<file path="src/rtl/ov7670_capture.sv">
`timescale 1ns / 1ps
`default_nettype none
// ============================================================================
// ov7670_capture : OV7670 DVP byte-pair capture into a linear RGB565 buffer
// Rev 1.0
// ============================================================================
module ov7670_capture #(
    parameter int X_SIZE    = 240,
    parameter int Y_SIZE    = 320,
    parameter int ADD_RANGE = X_SIZE * Y_SIZE - 1
) (
    input  logic        clk_40m_i,
    input  logic        rst_n_i,
    input  logic        cam_pclk_i,
    input  logic        cam_vsync_i,
    input  logic        cam_href_i,
    input  logic [7:0]  cam_data_i,
    input  logic        capture_en_i,
    output logic        wr_en_o,
    output logic [16:0] wr_address_o,
    output logic [15:0] wr_data_o,
    output logic        frame_done_o,
    output logic        frame_err_o,
    output logic        busy_o
);

    localparam int COL_W = $clog2(X_SIZE + 2);
    localparam int ROW_W = $clog2(Y_SIZE + 2);
    localparam logic [COL_W-1:0] c_x_size    = COL_W'(X_SIZE);
    localparam logic [COL_W-1:0] c_col_max   = COL_W'(X_SIZE + 1);
    localparam logic [ROW_W-1:0] c_y_size    = ROW_W'(Y_SIZE);
    localparam logic [ROW_W-1:0] c_row_max   = ROW_W'(Y_SIZE + 1);
    localparam logic [16:0]      c_stride    = 17'(X_SIZE);
    localparam logic [16:0]      c_add_range = 17'(ADD_RANGE);

    typedef enum logic [0:0] {
        S_IDLE    = 1'b0,
        S_CAPTURE = 1'b1
    } state_t;

    state_t           state_q, state_d;
    logic [2:0]       pclk_q, vsync_q, href_q;   // bit0 = s1, bit1 = s2, bit2 = s3
    logic [7:0]       data_s1_q, data_s2_q;
    logic [COL_W-1:0] col_q, col_d;
    logic [ROW_W-1:0] row_q, row_d;
    logic [16:0]      row_base_q, row_base_d;
    logic             phase_q, phase_d;
    logic [7:0]       hi_q, hi_d;
    logic             err_q, err_d;
    logic             wr_en_q, wr_en_d;
    logic [16:0]      wr_addr_q, wr_addr_d;
    logic [15:0]      wr_data_q, wr_data_d;
    logic             done_q, done_d;
    logic             ferr_q, ferr_d;
    logic [16:0]      w_addr;

    logic w_pclk_rise, w_vsync_fall, w_vsync_rise, w_href_rise, w_href_fall;

    assign w_pclk_rise  =  pclk_q[1]  & ~pclk_q[2];
    assign w_vsync_fall = ~vsync_q[1] &  vsync_q[2];
    assign w_vsync_rise =  vsync_q[1] & ~vsync_q[2];
    assign w_href_rise  =  href_q[1]  & ~href_q[2];
    assign w_href_fall  = ~href_q[1]  &  href_q[2];

    always_ff @(posedge clk_40m_i or negedge rst_n_i) begin
        if (!rst_n_i) begin
            pclk_q     <= '0;
            vsync_q    <= '0;
            href_q     <= '0;
            data_s1_q  <= '0;
            data_s2_q  <= '0;
            state_q    <= S_IDLE;
            col_q      <= '0;
            row_q      <= '0;
            row_base_q <= '0;
            phase_q    <= 1'b0;
            hi_q       <= '0;
            err_q      <= 1'b0;
            wr_en_q    <= 1'b0;
            wr_addr_q  <= '0;
            wr_data_q  <= '0;
            done_q     <= 1'b0;
            ferr_q     <= 1'b0;
        end else begin
            pclk_q     <= {pclk_q[1:0], cam_pclk_i};
            vsync_q    <= {vsync_q[1:0], cam_vsync_i};
            href_q     <= {href_q[1:0], cam_href_i};
            data_s1_q  <= cam_data_i;
            data_s2_q  <= data_s1_q;
            state_q    <= state_d;
            col_q      <= col_d;
            row_q      <= row_d;
            row_base_q <= row_base_d;
            phase_q    <= phase_d;
            hi_q       <= hi_d;
            err_q      <= err_d;
            wr_en_q    <= wr_en_d;
            wr_addr_q  <= wr_addr_d;
            wr_data_q  <= wr_data_d;
            done_q     <= done_d;
            ferr_q     <= ferr_d;
        end
    end

    // Later events in this block see the _d values of earlier ones, which
    // orders line start, byte capture, line end and frame end in one cycle.
    always_comb begin
        state_d    = state_q;
        col_d      = col_q;
        row_d      = row_q;
        row_base_d = row_base_q;
        phase_d    = phase_q;
        hi_d       = hi_q;
        err_d      = err_q;
        wr_en_d    = 1'b0;
        wr_addr_d  = wr_addr_q;
        wr_data_d  = wr_data_q;
        done_d     = 1'b0;
        ferr_d     = 1'b0;
        w_addr     = '0;

        case (state_q)
            S_IDLE: begin
                if (w_vsync_fall && capture_en_i) begin
                    state_d    = S_CAPTURE;
                    col_d      = '0;
                    row_d      = '0;
                    row_base_d = '0;
                    phase_d    = 1'b0;
                    err_d      = 1'b0;
                end
            end
            S_CAPTURE: begin
                if (w_href_rise) begin
                    col_d   = '0;
                    phase_d = 1'b0;
                end
                // A PCLK edge coinciding with the HREF fall still belongs to the line.
                if (w_pclk_rise && (href_q[1] || w_href_fall)) begin
                    if (!phase_d) begin
                        hi_d    = data_s2_q;
                        phase_d = 1'b1;
                    end else begin
                        phase_d = 1'b0;
                        w_addr  = row_base_q + 17'(col_d);
                        if ((col_d < c_x_size) && (row_q < c_y_size) && (w_addr <= c_add_range)) begin
                            wr_en_d   = 1'b1;
                            wr_addr_d = w_addr;
                            wr_data_d = {hi_q, data_s2_q};
                        end
                        if (col_d != c_col_max) begin
                            col_d = col_d + 1'b1;
                        end
                    end
                end
                if (w_href_fall) begin
                    if ((col_d != c_x_size) || phase_d) begin
                        err_d = 1'b1;
                    end
                    phase_d = 1'b0;
                    if (row_q != c_row_max) begin
                        row_d = row_q + 1'b1;
                    end
                    if (row_q < c_y_size) begin
                        row_base_d = row_base_q + c_stride;
                    end
                end
                if (w_vsync_rise) begin
                    done_d  = 1'b1;
                    ferr_d  = err_d || (row_d != c_y_size);
                    state_d = S_IDLE;
                end
            end
            default: state_d = S_IDLE;
        endcase
    end

    assign wr_en_o      = wr_en_q;
    assign wr_address_o = wr_addr_q;
    assign wr_data_o    = wr_data_q;
    assign frame_done_o = done_q;
    assign frame_err_o  = ferr_q;
    assign busy_o       = (state_q == S_CAPTURE);

endmodule
`default_nettype wire

</file>
<file path="config.mk">
export PLATFORM = sky130hd
export DESIGN_NAME = ov7670_capture
export DESIGN_NICKNAME = d
export VERILOG_FILES = /design/src/rtl/ov7670_capture.sv
export SDC_FILE = /design/constraint.sdc
export NUM_CORES = 1
export LEC_CHECK = 0
export ABC_AREA = 1
export BUFFER_PORTS_ARGS = -buffer_cell sky130_fd_sc_hd__buf_2
export CORE_MARGIN = 5
export CORE_UTILIZATION = 52
export CTS_CLUSTER_DIAMETER = 80
export DETAILED_ROUTE_END_ITERATION = 10
export GPL_TIMING_DRIVEN = 0
export MAX_ROUTING_LAYER = met4
export PLACE_DENSITY = 0.79
export SLEW_MARGIN = 20
export SYNTH_ARGS = -nofsm -noshare
export SYNTH_HDL_FRONTEND = slang
export SYNTH_SLANG_ARGS = --single-unit
</file>
<file path="constraint.sdc">
create_clock -name clk_40m_i -period 2.5 [get_ports clk_40m_i]
set_input_delay 0.5 -clock clk_40m_i [delete_from_list [all_inputs] [get_ports clk_40m_i]]
set_output_delay 0.5 -clock clk_40m_i [all_outputs]
set_load 0.005 [all_outputs]
</file>
==> results.json <==
{
  "worstPathCellList": "nor2_4, nor2_4, ha_4, a21oi_4, nor2_1, inv_1, nand2_1, nand2_1, nand2_2, nor3_2, nand4_1, nand2_4, nand2_8, clkbuf_16, nand2_2, nand2_1",
  "track_usage_pct": 20.24,
  "slowest_stage": "dfrtp_1",
  "clkSlewWorstSetupHoldPaths_ns": 0.10,
  "end_kind": "flip-flop",
  "final_antenna_net_count": 0,
  "cts_max_path_buffers": 2,
  "switchingPower_mw": 1.887,
  "rows": 35,
  "ir_worst_vdd_v": 0.0005327,
  "synth-seq-area-share_pct": 51.27,
  "start_util_pct": 53.63,
  "worst_slew_margin_rel_pct": 64.54,
  "syn_inst": 584,
  "port_buffers": 50,
  "synth-seq-cells": 102,
  "worstPathRequired_ns": 2.78,
  "drc": 0,
  "drt_wl_total_mm": 11.30,
  "rr_endpoint": "wr_address_o[15]$_DFFE_PN0P_",
  "rr_worst_depth": 16,
  "outcome": "finished, violations left",
  "cts_tree": "built",
  "dieArea_mm2": 0.01163,
  "dpl.hpwl_mm": 8.054,
  "power_leakage_nw": 3.071,
  "cts_num_sinks": 102,
  "grt_pass1_vias": 3908,
  "path_max_fanout": 7,
  "multi_input_area_mm2": 0.002253,
  "worstMarginPinSlew_ns": 0.5270,
  "fin_area_mm2": 0.005984,
  "p_seq_share_pct": 47.2,
  "cts_htree_levels": 3,
  "routedWlPerCell_um": 14.18,
  "skew_ns": 0.01071,
  "startpoint": "href_q[2]$_DFF_PN0_",
  "clkPwrFrac_pct": 21.1,
  "fin_cells": 797,
  "fin_ws_ns": -0.09851,
  "die_x_um": 107.8,
  "grt_overflow": 0,
  "coreArea_mm2": 0.009284,
  "grt_pass1_wl_mm": 18.21,
  "final.period_utilization_pct": 103.9,
  "swShare_pct": 37.04,
  "syn-cell-area_mm2": 0.004979,
  "grt_max_degree": 64,
  "setup_violations": 34,
  "ff_latch_area_mm2": 0.002554,
  "path_class": "reg2reg",
  "hold_viol": 0,
  "clk_latency_ns": 0.38,
  "mappedNetlistNets": 605,
  "setup_tns_ns": -2.482,
  "nFillCells": 763,
  "place.gp.congestion": 0.9168,
  "via_per_inst": 5.263,
  "regToRegStartpoint": "href_q[2]$_DFF_PN0_",
  "numCtsBuffers": 9,
  "insertedDiodeCount": 0,
  "fin_nets": 684,
  "max_freq_ghz": 0.3848,
  "r2r_slack_ns": -0.1,
  "power.density_mw_per_mm2": 851.3,
  "violations": "negative setup slack",
  "dp.cells": 764,
  "rsz0062_at_grt": "true",
  "combPwrFrac_pct": 31.7,
  "synth_warnings": 0,
  "post_dp_cell_area_mm2": 0.005435,
  "cts_hold_buf": 0,
  "area_growth_pct": 20.21,
  "crit_family": "simple AND/OR/NAND/NOR gates",
  "min_path_type": "in2async",
  "cp.arrival_ns": 2.88,
  "drive_gt1_share_pct": 27.69,
  "period_minus_slack_ns": 2.599,
  "max_stage_delay_ns": 0.42,
  "first_pass_iters": 4,
  "maxCapViolCount": 0,
  "cp-start-kind": "flip-flop",
  "vias": 4195,
  "path_common_cell": "nand2_1",
  "internal-power_mw": 3.208,
  "synth_cell_types": 37,
  "die_h_um": 107.8,
  "pin_count": 51,
  "antenna_found_initial": 0,
  "crit_buf_inv": 2,
  "drt_iter0_drc": 238,
  "avgSynthCellArea_um2": 8.525,
  "maxSlewViolCount": 0,
  "ctsRootBufferMaster": "clkbuf_8"
}
[layer usage]
metal | part of all wire (%) | routed length [µm] | GRT usage [%]
met1 | 45 | 5092 | 26.05
met2 | 47 | 5348 | 32.10
met3 | 5.6 | 632 | 4.199
met4 | 2.0 | 231 | 6.853
met5 | 0 | 0 | -
[synthesized netlist by cell type (all sizes together)]
master | number | area [µm²]
nor4 | 1 | 6.260
a21oi | 17 | 85.08
and3 | 1 | 6.260
o22ai | 16 | 100.1
nor3b | 1 | 12.51
nor2 | 40 | 157.7
o32ai | 1 | 8.760
a22oi | 1 | 7.510
nand3 | 71 | 387.9
buf | 8 | 66.31
and2 | 1 | 6.260
nor3 | 16 | 85.08
nand3b | 2 | 15.01
o21bai | 1 | 7.510
a31oi | 1 | 6.260
mux2 | 8 | 90.09
xor2 | 12 | 105.1
ha | 7 | 87.58
inv | 75 | 281.5
nand2 | 169 | 720.7
dfrtp | 102 | 2552
o21a | 2 | 15.01
o21ai | 18 | 93.84
xnor2 | 1 | 8.760
clkbuf | 4 | 15.01
nand4 | 8 | 50.05
[what timing repair did]
action | in CTS | in global routing
setup buffers | 7 | 8
endpoints found under the setup margin | 34 | 36
pin swaps | 6 | 14
resized for setup | 18 | 42
gates cloned | 0 | 2
[power groups by stage]
stage          clock network [mW]  registers (mW)  logic [mW]
2_1_floorplan                   0            2.35       0.974
3_3_place_gp                    0            2.38        1.38
6_report                     1.08            2.41        1.61
3_5_place_dp                    0            2.40        1.45
4_1_cts                      1.09            2.38        1.51
5_1_grt                      1.17            2.46        1.80
[registers in the layout (all words and copies together), names as in the netlist, 8 cells and up]
name,count
col_q,8
data_s1_q,8
data_s2_q,8
hi_q,8
row_base_q,13
row_q,9
wr_address_o,17
wr_data_o,16
[cell families after synthesis]
logic type      Yosys count  synth area share (%)
buf+inv                  87                 7.288
xor+xnor                 13                 2.287
compound gates           57                 6.509
mux                       8                 1.810
flops                   102                 51.27
fa+ha+maj                 7                 1.759
simple gates            310                 29.08
[worst max path at each step]
stage	to	slack, ns	cells past startpoint
after global routing	wr_address_o[15]$_DFFE_PN0P_	-0.22	16
after global placement	wr_data_o[7]$_DFFE_PN0P_	-0.37	17
after detailed placement	wr_data_o[6]$_DFFE_PN0P_	-0.49	17
after CTS	wr_data_o[6]$_DFFE_PN0P_	0.002	18
after floorplan	wr_address_o[0]$_DFFE_PN0P_	0.006	16
final	wr_address_o[15]$_DFFE_PN0P_	-0.1	16
[worst register-to-register path: stages, from the launching register on]
cell and delay, ns:
dfrtp_1 0.42, nor2_4 0.21, nor2_4 0.08, ha_4 0.28, a21oi_4 0.19, nor2_1 0.08, inv_1 0.08, nand2_1 0.09
nand2_1 0.08, nand2_2 0.07, nor3_2 0.22, nand4_1 0.16, nand2_4 0.16, nand2_8 0.10, clkbuf_16 0.19, nand2_2 0.05
nand2_1 0.04
[placed cells by master, fill, tap and decap left out, types with 4 or more instances in the layout]
cell,count
a21oi_1,15
buf_2,51
buf_4,18
clkbuf_1,5
clkbuf_8,9
dfrtp_1,101
ha_1,5
inv_1,70
inv_2,5
mux2_2,8
nand2_1,115
nand2_2,47
nand2_4,6
nand3_1,65
nand3_2,5
nand4_1,8
nor2_1,30
nor2_2,6
nor2_4,4
nor3_1,12
nor3_2,4
o21ai_0,17
o22ai_1,16
xor2_1,12
[final cells by class]
class,instances,share of cell area (%)
inverters,75,4.704
clock inverters,6,1.338
well taps,129,2.697
clock buffers,10,2.133
repair buffers,68,7.234
plain buffers,12,1.568
flip-flops and latches,102,42.67
multi-input cells,395,37.65
[stage by stage]
stage                     util, %  power [mW]  setup WS, ns  hold WS [ns]
final                       64.46       5.094      -0.09851      0.003540
after global routing        64.46       5.432       -0.2196       0.01380
after CTS                   62.18       4.979      0.001647       0.01268
after detailed placement    58.54       3.847       -0.4908        0.3347
after global placement      58.18       3.761       -0.3698        0.3321
after floorplan                 -       3.321      0.006013        0.2044
No activity file was read; power rests on OpenSTA's default activity.
